`src/rtl/load_store_pipe_pkg.sv`:
```
// Shared types for the load/store pipe: access-size encoding, FSM states
// and the result-queue entry carried to the common data buses.
package load_store_pipe_pkg;

  localparam int LS_XLEN  = 32;
  localparam int LS_RRN_W = 6;

  typedef enum logic [1:0] {
    SIZE_BYTE = 2'd0,
    SIZE_HALF = 2'd1,
    SIZE_WORD = 2'd2
  } ls_size_e;

  typedef enum logic {
    ST_IDLE   = 1'b0,
    ST_ACCESS = 1'b1
  } ls_state_e;

  typedef struct packed {
    logic [LS_XLEN-1:0]  data;
    logic [LS_XLEN-1:0]  pc;
    logic [LS_RRN_W-1:0] rrn;
    logic                we;
    logic                exc;
  } ls_entry_t;

endpackage

```
`src/rtl/ls_result_queue.sv`:
```
// ls_result_queue: circular result FIFO with one push and up to NPOP pops
// per cycle. head[k] always shows the k-th oldest entry so the bus logic
// can hand out several entries at once; pop_cnt removes that many.
module ls_result_queue
  import load_store_pipe_pkg::*;
#(
  parameter int DEPTH = 4,
  parameter int NPOP  = 2
) (
  input  logic                       clk,
  input  logic                       reset,
  input  logic                       flush,
  input  logic                       push,
  input  ls_entry_t                  push_entry,
  input  logic [$clog2(DEPTH+1)-1:0] pop_cnt,
  output logic [$clog2(DEPTH+1)-1:0] count,
  output ls_entry_t                  head [NPOP]
);

  localparam int PTR_W = (DEPTH > 1) ? $clog2(DEPTH) : 1;
  localparam int CNT_W = $clog2(DEPTH+1);

  ls_entry_t        mem_q [DEPTH];
  logic [PTR_W-1:0] rd_ptr_q, rd_ptr_d;
  logic [PTR_W-1:0] wr_ptr_q, wr_ptr_d;
  logic [CNT_W-1:0] count_q, count_d;

  // Pointer and occupancy update; pointers wrap naturally (DEPTH is 2^n).
  always_comb begin
    rd_ptr_d = rd_ptr_q;
    wr_ptr_d = wr_ptr_q;
    count_d  = count_q;
    if (flush) begin
      rd_ptr_d = '0;
      wr_ptr_d = '0;
      count_d  = '0;
    end else begin
      rd_ptr_d = rd_ptr_q + PTR_W'(pop_cnt);
      wr_ptr_d = wr_ptr_q + PTR_W'(push);
      count_d  = count_q + CNT_W'(push) - pop_cnt;
    end
  end

  // Control state with asynchronous active-low reset.
  always_ff @(posedge clk or negedge reset) begin
    if (!reset) begin
      rd_ptr_q <= '0;
      wr_ptr_q <= '0;
      count_q  <= '0;
    end else begin
      rd_ptr_q <= rd_ptr_d;
      wr_ptr_q <= wr_ptr_d;
      count_q  <= count_d;
    end
  end

  // Entry storage; contents are only meaningful below count, so no reset.
  always_ff @(posedge clk) begin
    if (push && !flush) mem_q[wr_ptr_q] <= push_entry;
  end

  // Oldest-first view of the queue head.
  always_comb begin
    for (int k = 0; k < NPOP; k++) begin
      head[k] = mem_q[rd_ptr_q + PTR_W'(k)];
    end
  end

  assign count = count_q;

endmodule

```
`src/rtl/load_store_pipe.sv`:
```
// load_store_pipe: single-outstanding load/store unit. An accepted
// operation is held in ACCESS until the data cache acknowledges it; the
// result is queued and broadcast on any common data bus whose arbiter
// selects this unit. Datapath widths follow load_store_pipe_pkg.
// Build option: define LS_MISALIGN_TRAP_EN to report misaligned half/word
// accesses as exceptions instead of silently aligning the address.
module load_store_pipe
  import load_store_pipe_pkg::*;
#(
  parameter int         XLEN            = 32,
  parameter int         BUS_COUNT       = 2,
  parameter int         QUEUE_DEPTH     = 4,
  parameter int         RRN_WIDTH       = 6,
  parameter logic [3:0] ARBITER_ADDRESS = 4'h3
) (
  input  logic                                clk,
  input  logic                                reset,
  input  logic                                flush,
  input  logic                                feed_valid,
  output logic                                feed_ready,
  input  logic [XLEN-1:0]                     feed_base,
  input  logic [XLEN-1:0]                     feed_data,
  input  logic [XLEN-1:0]                     feed_offset,
  input  logic [XLEN-1:0]                     feed_pc,
  input  logic [RRN_WIDTH-1:0]                feed_rrn,
  input  logic                                feed_store,
  input  logic [1:0]                          feed_size,
  input  logic                                feed_unsigned,
  output logic                                dc_req,
  output logic                                dc_we,
  output logic [XLEN-1:0]                     dc_addr,
  output logic [XLEN-1:0]                     dc_wdata,
  output logic [3:0]                          dc_be,
  input  logic                                dc_ack,
  input  logic [XLEN-1:0]                     dc_rdata,
  input  logic [BUS_COUNT-1:0][3:0]           bus_select,
  output logic [BUS_COUNT-1:0]                bus_req,
  output logic [BUS_COUNT-1:0]                cdb_drive,
  output logic [BUS_COUNT-1:0][XLEN-1:0]      cdb_data,
  output logic [BUS_COUNT-1:0][XLEN-1:0]      cdb_address,
  output logic [BUS_COUNT-1:0][RRN_WIDTH-1:0] cdb_rrn,
  output logic [BUS_COUNT-1:0]                cdb_we,
  output logic [BUS_COUNT-1:0]                cdb_exc
);

  localparam int CNT_W = $clog2(QUEUE_DEPTH+1);

  function automatic logic [3:0] lane_mask(input ls_size_e size, input logic [1:0] lo);
    logic [3:0] m;
    case (size)
      SIZE_BYTE: m = 4'b0001 << lo;
      SIZE_HALF: m = lo[1] ? 4'b1100 : 4'b0011;
      default:   m = 4'b1111;
    endcase
    return m;
  endfunction

  function automatic logic [XLEN-1:0] replicate(input ls_size_e size, input logic [XLEN-1:0] d);
    logic [XLEN-1:0] r;
    case (size)
      SIZE_BYTE: r = {(XLEN/8){d[7:0]}};
      SIZE_HALF: r = {(XLEN/16){d[15:0]}};
      default:   r = d;
    endcase
    return r;
  endfunction

  function automatic logic [XLEN-1:0] load_extract(input logic [XLEN-1:0] rdata,
                                                   input logic [1:0] lo,
                                                   input ls_size_e size,
                                                   input logic uns);
    logic [XLEN-1:0] sh;
    logic [XLEN-1:0] r;
    sh = rdata >> {lo, 3'b000};
    case (size)
      SIZE_BYTE: r = {{(XLEN-8){~uns & sh[7]}}, sh[7:0]};
      SIZE_HALF: r = {{(XLEN-16){~uns & sh[15]}}, sh[15:0]};
      default:   r = rdata;
    endcase
    return r;
  endfunction

`ifdef LS_MISALIGN_TRAP_EN
  function automatic logic misaligned(input ls_size_e size, input logic [1:0] lo);
    logic m;
    case (size)
      SIZE_BYTE: m = 1'b0;
      SIZE_HALF: m = lo[0];
      default:   m = |lo;
    endcase
    return m;
  endfunction
`else
  function automatic logic [XLEN-1:0] align_addr(input ls_size_e size, input logic [XLEN-1:0] a);
    logic [XLEN-1:0] r;
    case (size)
      SIZE_BYTE: r = a;
      SIZE_HALF: r = {a[XLEN-1:1], 1'b0};
      default:   r = {a[XLEN-1:2], 2'b00};
    endcase
    return r;
  endfunction
`endif

  ls_state_e            state_q, state_d;
  logic                 trap_q, trap_d;
  logic [XLEN-1:0]      addr_q, addr_d;
  logic [XLEN-1:0]      wdata_q, wdata_d;
  logic [3:0]           be_q, be_d;
  logic                 store_q, store_d;
  ls_size_e             size_q, size_d;
  logic                 unsigned_q, unsigned_d;
  logic [XLEN-1:0]      pc_q, pc_d;
  logic [RRN_WIDTH-1:0] rrn_q, rrn_d;

  ls_size_e        feed_sz;
  logic [XLEN-1:0] ea;
  logic [XLEN-1:0] op_addr;
  logic            op_trap;
  logic            accept;
  logic            done;
  logic            push;
  ls_entry_t       push_entry;
  logic [CNT_W-1:0] q_count;
  logic [CNT_W-1:0] pop_cnt;
  ls_entry_t       q_head [BUS_COUNT];

  assign feed_sz = ls_size_e'(feed_size);
  assign ea      = feed_base + feed_offset;

`ifdef LS_MISALIGN_TRAP_EN
  assign op_addr = ea;
  assign op_trap = misaligned(feed_sz, ea[1:0]);
`else
  assign op_addr = align_addr(feed_sz, ea);
  assign op_trap = 1'b0;
`endif

  // Ready only while idle with room for the result; a flush in the same
  // cycle wins over acceptance.
  assign feed_ready = reset && (state_q == ST_IDLE) && (q_count < CNT_W'(QUEUE_DEPTH));
  assign accept     = feed_valid && feed_ready && !flush;
  assign done       = (state_q == ST_ACCESS) && (trap_q || dc_ack);
  assign push       = done && !flush;

  // FSM next state and cache-request outputs; trapped accesses sit in
  // ACCESS for one cycle without requesting the cache.
  always_comb begin
    state_d  = state_q;
    trap_d   = trap_q;
    dc_req   = 1'b0;
    dc_we    = 1'b0;
    dc_addr  = '0;
    dc_wdata = '0;
    dc_be    = '0;
    case (state_q)
      ST_IDLE: begin
        if (accept) begin
          state_d = ST_ACCESS;
          trap_d  = op_trap;
        end
      end
      ST_ACCESS: begin
        dc_req   = !trap_q;
        dc_we    = !trap_q && store_q;
        dc_addr  = trap_q ? '0 : addr_q;
        dc_wdata = trap_q ? '0 : wdata_q;
        dc_be    = trap_q ? '0 : be_q;
        if (flush || done) begin
          state_d = ST_IDLE;
          trap_d  = 1'b0;
        end
      end
      default: state_d = ST_IDLE;
    endcase
  end

  // FSM state register.
  always_ff @(posedge clk or negedge reset) begin
    if (!reset) begin
      state_q <= ST_IDLE;
      trap_q  <= 1'b0;
    end else begin
      state_q <= state_d;
      trap_q  <= trap_d;
    end
  end

  // Capture the accepted operation; held stable for the whole access.
  always_comb begin
    addr_d     = addr_q;
    wdata_d    = wdata_q;
    be_d       = be_q;
    store_d    = store_q;
    size_d     = size_q;
    unsigned_d = unsigned_q;
    pc_d       = pc_q;
    rrn_d      = rrn_q;
    if (accept) begin
      addr_d     = op_addr;
      wdata_d    = replicate(feed_sz, feed_data);
      be_d       = lane_mask(feed_sz, op_addr[1:0]);
      store_d    = feed_store;
      size_d     = feed_sz;
      unsigned_d = feed_unsigned;
      pc_d       = feed_pc;
      rrn_d      = feed_rrn;
    end
  end

  // Operation datapath registers (no reset; qualified by the FSM state).
  always_ff @(posedge clk) begin
    addr_q     <= addr_d;
    wdata_q    <= wdata_d;
    be_q       <= be_d;
    store_q    <= store_d;
    size_q     <= size_d;
    unsigned_q <= unsigned_d;
    pc_q       <= pc_d;
    rrn_q      <= rrn_d;
  end

  // Result entry built from the cache read word, or the trap address.
  always_comb begin
    push_entry      = '0;
    push_entry.pc   = pc_q;
    push_entry.rrn  = rrn_q;
    push_entry.exc  = trap_q;
    if (trap_q) begin
      push_entry.data = addr_q;
    end else if (!store_q) begin
      push_entry.data = load_extract(dc_rdata, addr_q[1:0], size_q, unsigned_q);
      push_entry.we   = 1'b1;
    end
  end

  ls_result_queue #(
    .DEPTH (QUEUE_DEPTH),
    .NPOP  (BUS_COUNT)
  ) u_queue (
    .clk        (clk),
    .reset      (reset),
    .flush      (flush),
    .push       (push),
    .push_entry (push_entry),
    .pop_cnt    (pop_cnt),
    .count      (q_count),
    .head       (q_head)
  );

  // Bus requests and grants: the k-th granted bus (ascending index)
  // carries the k-th oldest entry; idle buses drive all zeros.
  always_comb begin
    int k;
    k           = 0;
    bus_req     = '0;
    cdb_drive   = '0;
    cdb_data    = '0;
    cdb_address = '0;
    cdb_rrn     = '0;
    cdb_we      = '0;
    cdb_exc     = '0;
    for (int i = 0; i < BUS_COUNT; i++) begin
      bus_req[i] = q_count > CNT_W'(i);
      if (bus_req[i] && (bus_select[i] == ARBITER_ADDRESS)) begin
        cdb_drive[i]   = 1'b1;
        cdb_data[i]    = q_head[k].data;
        cdb_address[i] = q_head[k].pc;
        cdb_rrn[i]     = q_head[k].rrn;
        cdb_we[i]      = q_head[k].we;
        cdb_exc[i]     = q_head[k].exc;
        k              = k + 1;
      end
    end
    pop_cnt = CNT_W'(k);
  end

endmodule

```
`config.mk`:
```
export PLATFORM = sky130hd
export DESIGN_NAME = load_store_pipe
export DESIGN_NICKNAME = d
export VERILOG_FILES = /design/src/rtl/load_store_pipe_pkg.sv /design/src/rtl/ls_result_queue.sv /design/src/rtl/load_store_pipe.sv
export SDC_FILE = /design/constraint.sdc
export NUM_CORES = 1
export LEC_CHECK = 0
export CAP_MARGIN = 10
export CORE_AREA = 5 5 218 220
export CTS_BUF_LIST = sky130_fd_sc_hd__clkbuf_4 sky130_fd_sc_hd__clkbuf_8
export CTS_CLUSTER_SIZE = 10
export DETAILED_ROUTE_END_ITERATION = 8
export DIE_AREA = 0 0 223 225
export GPL_ROUTABILITY_DRIVEN = 0
export PLACE_DENSITY = 0.7
export SLEW_MARGIN = 20
export SYNTH_ARGS = -nofsm -noshare
export SYNTH_HDL_FRONTEND = slang
export SYNTH_SLANG_ARGS = --single-unit
export TNS_END_PERCENT = 20
```
`constraint.sdc`:
```
create_clock -name clk -period 12.1 [get_ports clk]
set_clock_uncertainty 0.2 [all_clocks]
set_input_delay 3.025 -clock clk [delete_from_list [all_inputs] [get_ports clk]]
set_output_delay 3.025 -clock clk [all_outputs]
set_load 0.1 [all_outputs]
```
=== After elaboration in Yosys (flattened, before gate mapping) ===
Memories as Yosys holds them, arrays and structs flattened.
Cells that the tools add are included.

* Register bits: 119
* RAM bits: 288
* Bits of input ports: 183
* Output and inout port bits: 219
* Memories: 1

{| class="wikitable"
|+ Memory list
! memory !! depth !! width !! read ports !! clocked after memory_dff !! write ports !! RTL line !! source
|-
| u_queue.mem_q || 4 || 72 || 2 || 0 || 1 || ls_result_queue.sv:23 || <nowiki>ls_entry_t mem_q [DEPTH];</nowiki>
|}

* Add/sub/neg operators: 7
* $lt $le $gt $ge: 4
* Equality and inequality tests: 6
* Shift operators: 2
* Muxes and demuxes: 45
* Bitwise operators: 5
* Reductions and logical operators: 17

{| class="wikitable"
|+ Operators with widths
! kind !! number
|-
| 2-to-1 mux 32 bit || 10
|-
| 2-to-1 mux 72 bit || 3
|-
| case mux 32 bit (2 select lines) || 2
|-
| adder 32 bit || 1
|-
| >= comparator 32 x 2 -> 1 bit (second input constant) || 1
|-
| inverter 32 bit || 1
|-
| >> shifter 32 x 5 -> 16 bit || 1
|-
| 2-to-1 mux 1 bit || 17
|-
| 2-to-1 mux 4 bit || 3
|-
| 2-to-1 mux 6 bit || 2
|-
| logical AND 1 bit || 10
|-
| equality test 4 x 2 -> 1 bit (second input constant) || 2
|-
| case mux 4 bit (2 select lines) || 1
|-
| greater-than comparator 3 x 1 -> 1 bit (second input constant) || 2
|-
| 2-to-1 mux 3 bit || 2
|-
| equality test 2 x 1 -> 1 bit (second input constant) || 2
|-
| logical NOT 2 bit || 2
|-
| 2-to-1 mux 2 bit || 2
|-
| case mux 1 bit (2 select lines) || 2
|-
| case mux 2 bit (2 select lines) || 1
|-
| << shifter 1 x 2 -> 4 bit (first input constant) || 1
|-
| adder 3 x 1 -> 3 bit || 1
|-
| less-than comparator 3 bit (second input constant) || 1
|-
| subtractor 3 bit || 1
|-
| 11 further kinds || 15
|}

=== Longest topological paths before layout ===
* Word-level depth: 8
* Mapped depth: 13
* Mapped depth without buffers: 12

=== Hierarchy ===
From an unflattened synthesis, not the netlist that was laid out.

* Cells, all modules: 1476
* Area total of the unflattened synthesis: 20908.8 um^2

{| class="wikitable"
|+ Modules (own cells, without submodules)
! module !! times used !! cells an instance !! area an instance (um^2) !! seq. area each (um^2)
|-
| ls_result_queue || 1 || 501 || 12512.0 || 8823.5
|-
| load_store_pipe || 1 || 975 || 8396.8 || 3328.2
|}

=== Worst setup path after synthesis ===
OpenSTA, ideal clock, no wires.

* Kind: input to register
* From: in flush
* To: mem u_queue.mem_q[0][10] in the netlist's numbering (enable)
* Setup time: 0.602 ns
* Arrival: 8.815 ns
* Required time: 11.298 ns
* Slack: 2.483 ns
* Stages on the path: 4
* Buffers on the path: 2
* Cells stage by stage: clkbuf_1 > and3b_1 > clkbuf_1 > nor3b_1

* Cells in the longest elaborated chain, start to end: 5

{| class="wikitable"
|+ Ends and longest elaborated chain
! item !! RTL line !! source
|-
| start, declared || load_store_pipe.sv:18 || <nowiki>input logic flush,</nowiki>
|-
| logical NOT 1 bit (*) || ls_result_queue.sv:59, load_store_pipe.sv:144 ||
|-
| logical AND 1 bit || load_store_pipe.sv:144 || <nowiki>assign push = done && !flush;</nowiki>
|-
| logical AND 1 bit (*) || ls_result_queue.sv:59 || <nowiki>if (push && !flush) mem_q[wr_ptr_q] <= push_entry;</nowiki>
|-
| 2-to-1 mux 1 bit (*) || ls_result_queue.sv:59 ||
|-
| 2-to-1 mux 1 bit (not written as such) (*) || ls_result_queue.sv:59 ||
|-
| end, declared || ls_result_queue.sv:23 ||
|}

Mark *: on every way between the ends. The rest lies on a longest branch, timed or not.

==> results.md <==
Clocking:
- The later pin in the worst-skew pair is clocked with a latency of 0.61 ns.
- The clock net in this run drives a total of 402 sinks.
- The tree is rooted in a sky130_fd_sc_hd__clkbuf_8.
- The CTS buffer count is 69.
- The clock transition at the registers of the reported paths is 0.05 ns.
- The number of setup buffers added after CTS is 0.
- In this run, post-CTS repair resized a total of 0 instances.
- The H-tree was split into 3 levels.
- The hold buffer count at CTS is 0.
- TritonCTS built the clock tree.
- The number of buffers on the longest clock path is 3.

Setup path:
- The critical path is of the in2out type.
- Data on the critical path is required at its endpoint by 8.88 ns.
- The worst setup path is launched from an input port.
- The endpoint arrival time on the critical path is 6.34 ns.
- Along the worst path, the maximum fanout reaches 90.
- The worst setup path is captured at an output port.

Hold path:
- The type of the most critical hold path is reg2reg.

Timing:
- Derived from the worst setup path, the maximum achievable clock frequency is 104.5 MHz.
- The ratio of final minimum period to clock period is 79.09%.
- The count of endpoints failing setup in the final report is 0.
- Setup repair after global routing left no endpoint under its margin.
- The number of hold violations in the final report is 0.
- The tightest slew margin relative to the limit is 28.56%.
- After layout, the worst setup slack is 2.531 ns.
- The final max-slew violation count was 0.
- Adding up every negative setup slack in the final design gives 0 ns.
- The transition time of the tightest slew-check pin is 1.068 ns.
- The minimum clock period is 9.569 ns.
- The final worst hold slack is 0.2880 ns.

Synth:
- sky130_fd_sc_hd__edfxtp_1 takes more of the synthesized area than any other cell.
- By instance count, the leading cell after synthesis is sky130_fd_sc_hd__edfxtp_1.
- Counting flops with an async set or reset pin after synthesis yields a share of 1.990%.
- The number of synthesized register bits is 402.
- After technology mapping, the gate count stands at 1,479.
- Dividing the synthesized area by the synthesized cell count gives 13.97 sq um.
- The top flip-flop cell by instance count after synthesis is sky130_fd_sc_hd__edfxtp_1.
- The cell area after synthesis is 0.02066 sq mm.
- By area the synthesized netlist is led by sky130_fd_sc_hd__edfxtp_1 (57%), sky130_fd_sc_hd__mux4_2 (16%), sky130_fd_sc_hd__and2_1 (4.3%), sky130_fd_sc_hd__nand2_1 (3.6%), sky130_fd_sc_hd__a21oi_1 (3.3%).
- Counting instances in the post-synthesis netlist gives the leading cell types as sky130_fd_sc_hd__edfxtp_1 (394), sky130_fd_sc_hd__nand2_1 (196), sky130_fd_sc_hd__mux4_2 (143).
- The count of unique library cells instantiated by Yosys is 61.
- For this run, the number of Yosys warnings is 0.
- Yosys mapped a number of flops with a built-in enable equal to 394.
- The sequential fraction of the synthesis area is 58.25%.
- The synthesized design devotes to its leading area cell type 57.28% of total area.

Global routing:
- The wire length of the first global-routing pass is 85,680 um.
- Global routing finished with a remaining overflow of 0.
- The number of global-route vias before repair came to 14,820.
- Entering global routing, the biggest net connects 104 pins.
- Global routing used 21.81% of the available tracks.
- The initial antenna violation count came to 0.

Route:
- In this run the remaining antenna-violating nets after routing total 0.
- The routed layout has 14,180 vias.
- The first TritonRoute pass finished after 6 iterations.
- The mean routed wirelength per cell is 22.00 um.
- In the routed design, unresolved DRC markers number 0.
- In this run, the number of DRC markers left after iteration 0 of detailed routing was 1,025.
- The ratio of routed vias to standard cells is 5.615.
- The final wirelength is 55,540 um.

Pwr:
- The power per cell area is 119.4 mW/mm^2.
- The leakage power total is 8.935 nW.
- The worst-case IR drop observed on VDD is 81.32 uV.

Floorplanning:
- The die is 223 um wide.
- From bottom edge to top edge, the die measures 225 um.
- For this configuration, the core starts out at a cell density of 45.81%.
- The number of placement rows is 78.
- The area of the core is 0.04509 sq mm.
- The total I/O pin count is 402.
- The area of the die is 0.05018 sq mm.

Placement:
- Input and output buffers added on the ports amount to 399.
- The half-perimeter wire length of the detailed placement result is 38,980 um.
- The worst slack at placement is 2.438 ns.
- The area of placed instances is 0.02518 sq mm.

Cells and area:
- The area added between synthesis and finish is 28.41%.
- The final net count is 2,094.
- Cells fill 58.83% of the core in the end.
- The proportion of layout cells with a drive suffix above 1 is 16.11%.
- The post-route cell area is 0.02653 sq mm.

Flow run:
- Max-cap violations in this run came to 0.

Status:
- The flow ran to the end, and the final reports show no timing, DRC or antenna violations.
-- critical path: stages --
cell and delay, ns:
sky130_fd_sc_hd__clkdlybuf4s50_1 0.41, sky130_fd_sc_hd__nor2_1 0.11, sky130_fd_sc_hd__nand4_1 0.17, sky130_fd_sc_hd__inv_4 0.63
sky130_fd_sc_hd__buf_4 0.37, sky130_fd_sc_hd__nand2_1 0.07, sky130_fd_sc_hd__a21oi_1 0.25, sky130_fd_sc_hd__clkdlybuf4s50_1 1.27
-- layout by cell type, fill, tap and decap left out, types with 4 or more instances in the layout --
cell type	n
sky130_fd_sc_hd__clkbuf_8	70
sky130_fd_sc_hd__mux4_2	143
sky130_fd_sc_hd__edfxtp_1	394
sky130_fd_sc_hd__xnor2_1	18
sky130_fd_sc_hd__clkinv_2	9
sky130_fd_sc_hd__inv_1	32
sky130_fd_sc_hd__mux2i_1	24
sky130_fd_sc_hd__nand2_1	196
sky130_fd_sc_hd__nand4_1	8
sky130_fd_sc_hd__or3_1	4
sky130_fd_sc_hd__o21a_1	6
sky130_fd_sc_hd__a31oi_1	6
sky130_fd_sc_hd__clkbuf_4	13
sky130_fd_sc_hd__clkinv_1	22
sky130_fd_sc_hd__ha_1	37
sky130_fd_sc_hd__o211ai_1	7
sky130_fd_sc_hd__buf_4	20
sky130_fd_sc_hd__a22oi_1	7
sky130_fd_sc_hd__a21o_1	6
sky130_fd_sc_hd__nor2b_1	11
sky130_fd_sc_hd__a21oi_1	138
sky130_fd_sc_hd__clkdlybuf4s50_1	398
sky130_fd_sc_hd__dfrtp_1	5
sky130_fd_sc_hd__o21ai_0	36
sky130_fd_sc_hd__nor3_1	14
sky130_fd_sc_hd__o221a_2	8
sky130_fd_sc_hd__nor2_1	46
sky130_fd_sc_hd__nand3_1	6
sky130_fd_sc_hd__and2_1	142
sky130_fd_sc_hd__xor2_1	11
sky130_fd_sc_hd__mux2_2	17
-- routing by layer --
layer	up-vias	share of wire [%]	global-route usage [%]
met5	-	0	0
met4	0	2.8	7.490
met3	86	9.3	5.953
met2	661	50	36.99
met1	6991	38	27.30
li1	6441	-	-
-- cells by family after synthesis --
| logic type | count (synthesis) | share of synthesized area (%) |
|---|---|---|
| buffers and inverters | 132 | 2.659 |
| other | 1 | 0.01815 |
| adders and majority gates | 39 | 2.435 |
| muxes | 184 | 17.68 |
| AOI/OAI and AO/OA | 242 | 7.020 |
| and+or+nand+nor | 450 | 10.71 |
| xor gates and xnor gates | 29 | 1.230 |
| DFF | 402 | 58.25 |
-- sequential cells by signal, summed over array words and instances (netlist names) --
name / cells
wdata_q: 32
size_q: 2
state_q: 1
addr_q: 32
rrn_q: 6
be_q: 4
unsigned_q: 1
store_q: 1
u_queue.wr_ptr_q: 2
u_queue.rd_ptr_q: 2
pc_q: 32
u_queue.count: 3
u_queue.mem_q: 284
-- power by group --
group	internal, mW	leakage [nW]	total, mW	switching, mW
sequential	1.55	3.69	1.57	0.0115
combinational	0.152	4.55	0.397	0.245
clock	0.650	0.695	1.20	0.553
total	2.36	8.94	3.17	0.810
-- metrics by stage --
step,std cells,total power [mW]
6_report,2525,3.166
3_5_place_dp,2401,1.990
5_1_grt,2524,3.298
2_1_floorplan,1480,1.846
3_3_place_gp,2401,1.984
4_1_cts,2524,3.203
-- cell type report --
cell class,instances,area (sq um)
flip-flops and latches,402,12040
clock buffers,83,1061
inverters,34,130.1
fillers,3618,18560
repair buffers,419,4154
multi-input cells,946,8108
clock inverters,40,279.0
well taps,600,750.7
diodes,1,2.502
-- final timing paths --
| check | start | endpoint | slack, ns | depth (start not counted) |
|---|---|---|---|---|
| max | bus_select[2] | cdb_data[55] | 2.53 | 8 |
| min | pc_q[0] | u_queue.mem_q[3][8] | 0.29 | 0 |
| max reg2reg | u_queue.count[2] | u_queue.count[2] | 8.38 | 13 |
| min reg2reg | pc_q[0] | u_queue.mem_q[3][8] | 0.29 | 0 |
| max in group asynchronous | reset | u_queue.rd_ptr_q[0] | 8.78 | 1 |
| min in group asynchronous | reset | u_queue.count[2] | 2.54 | 1 |
No activity file was read; power rests on OpenSTA's default activity.
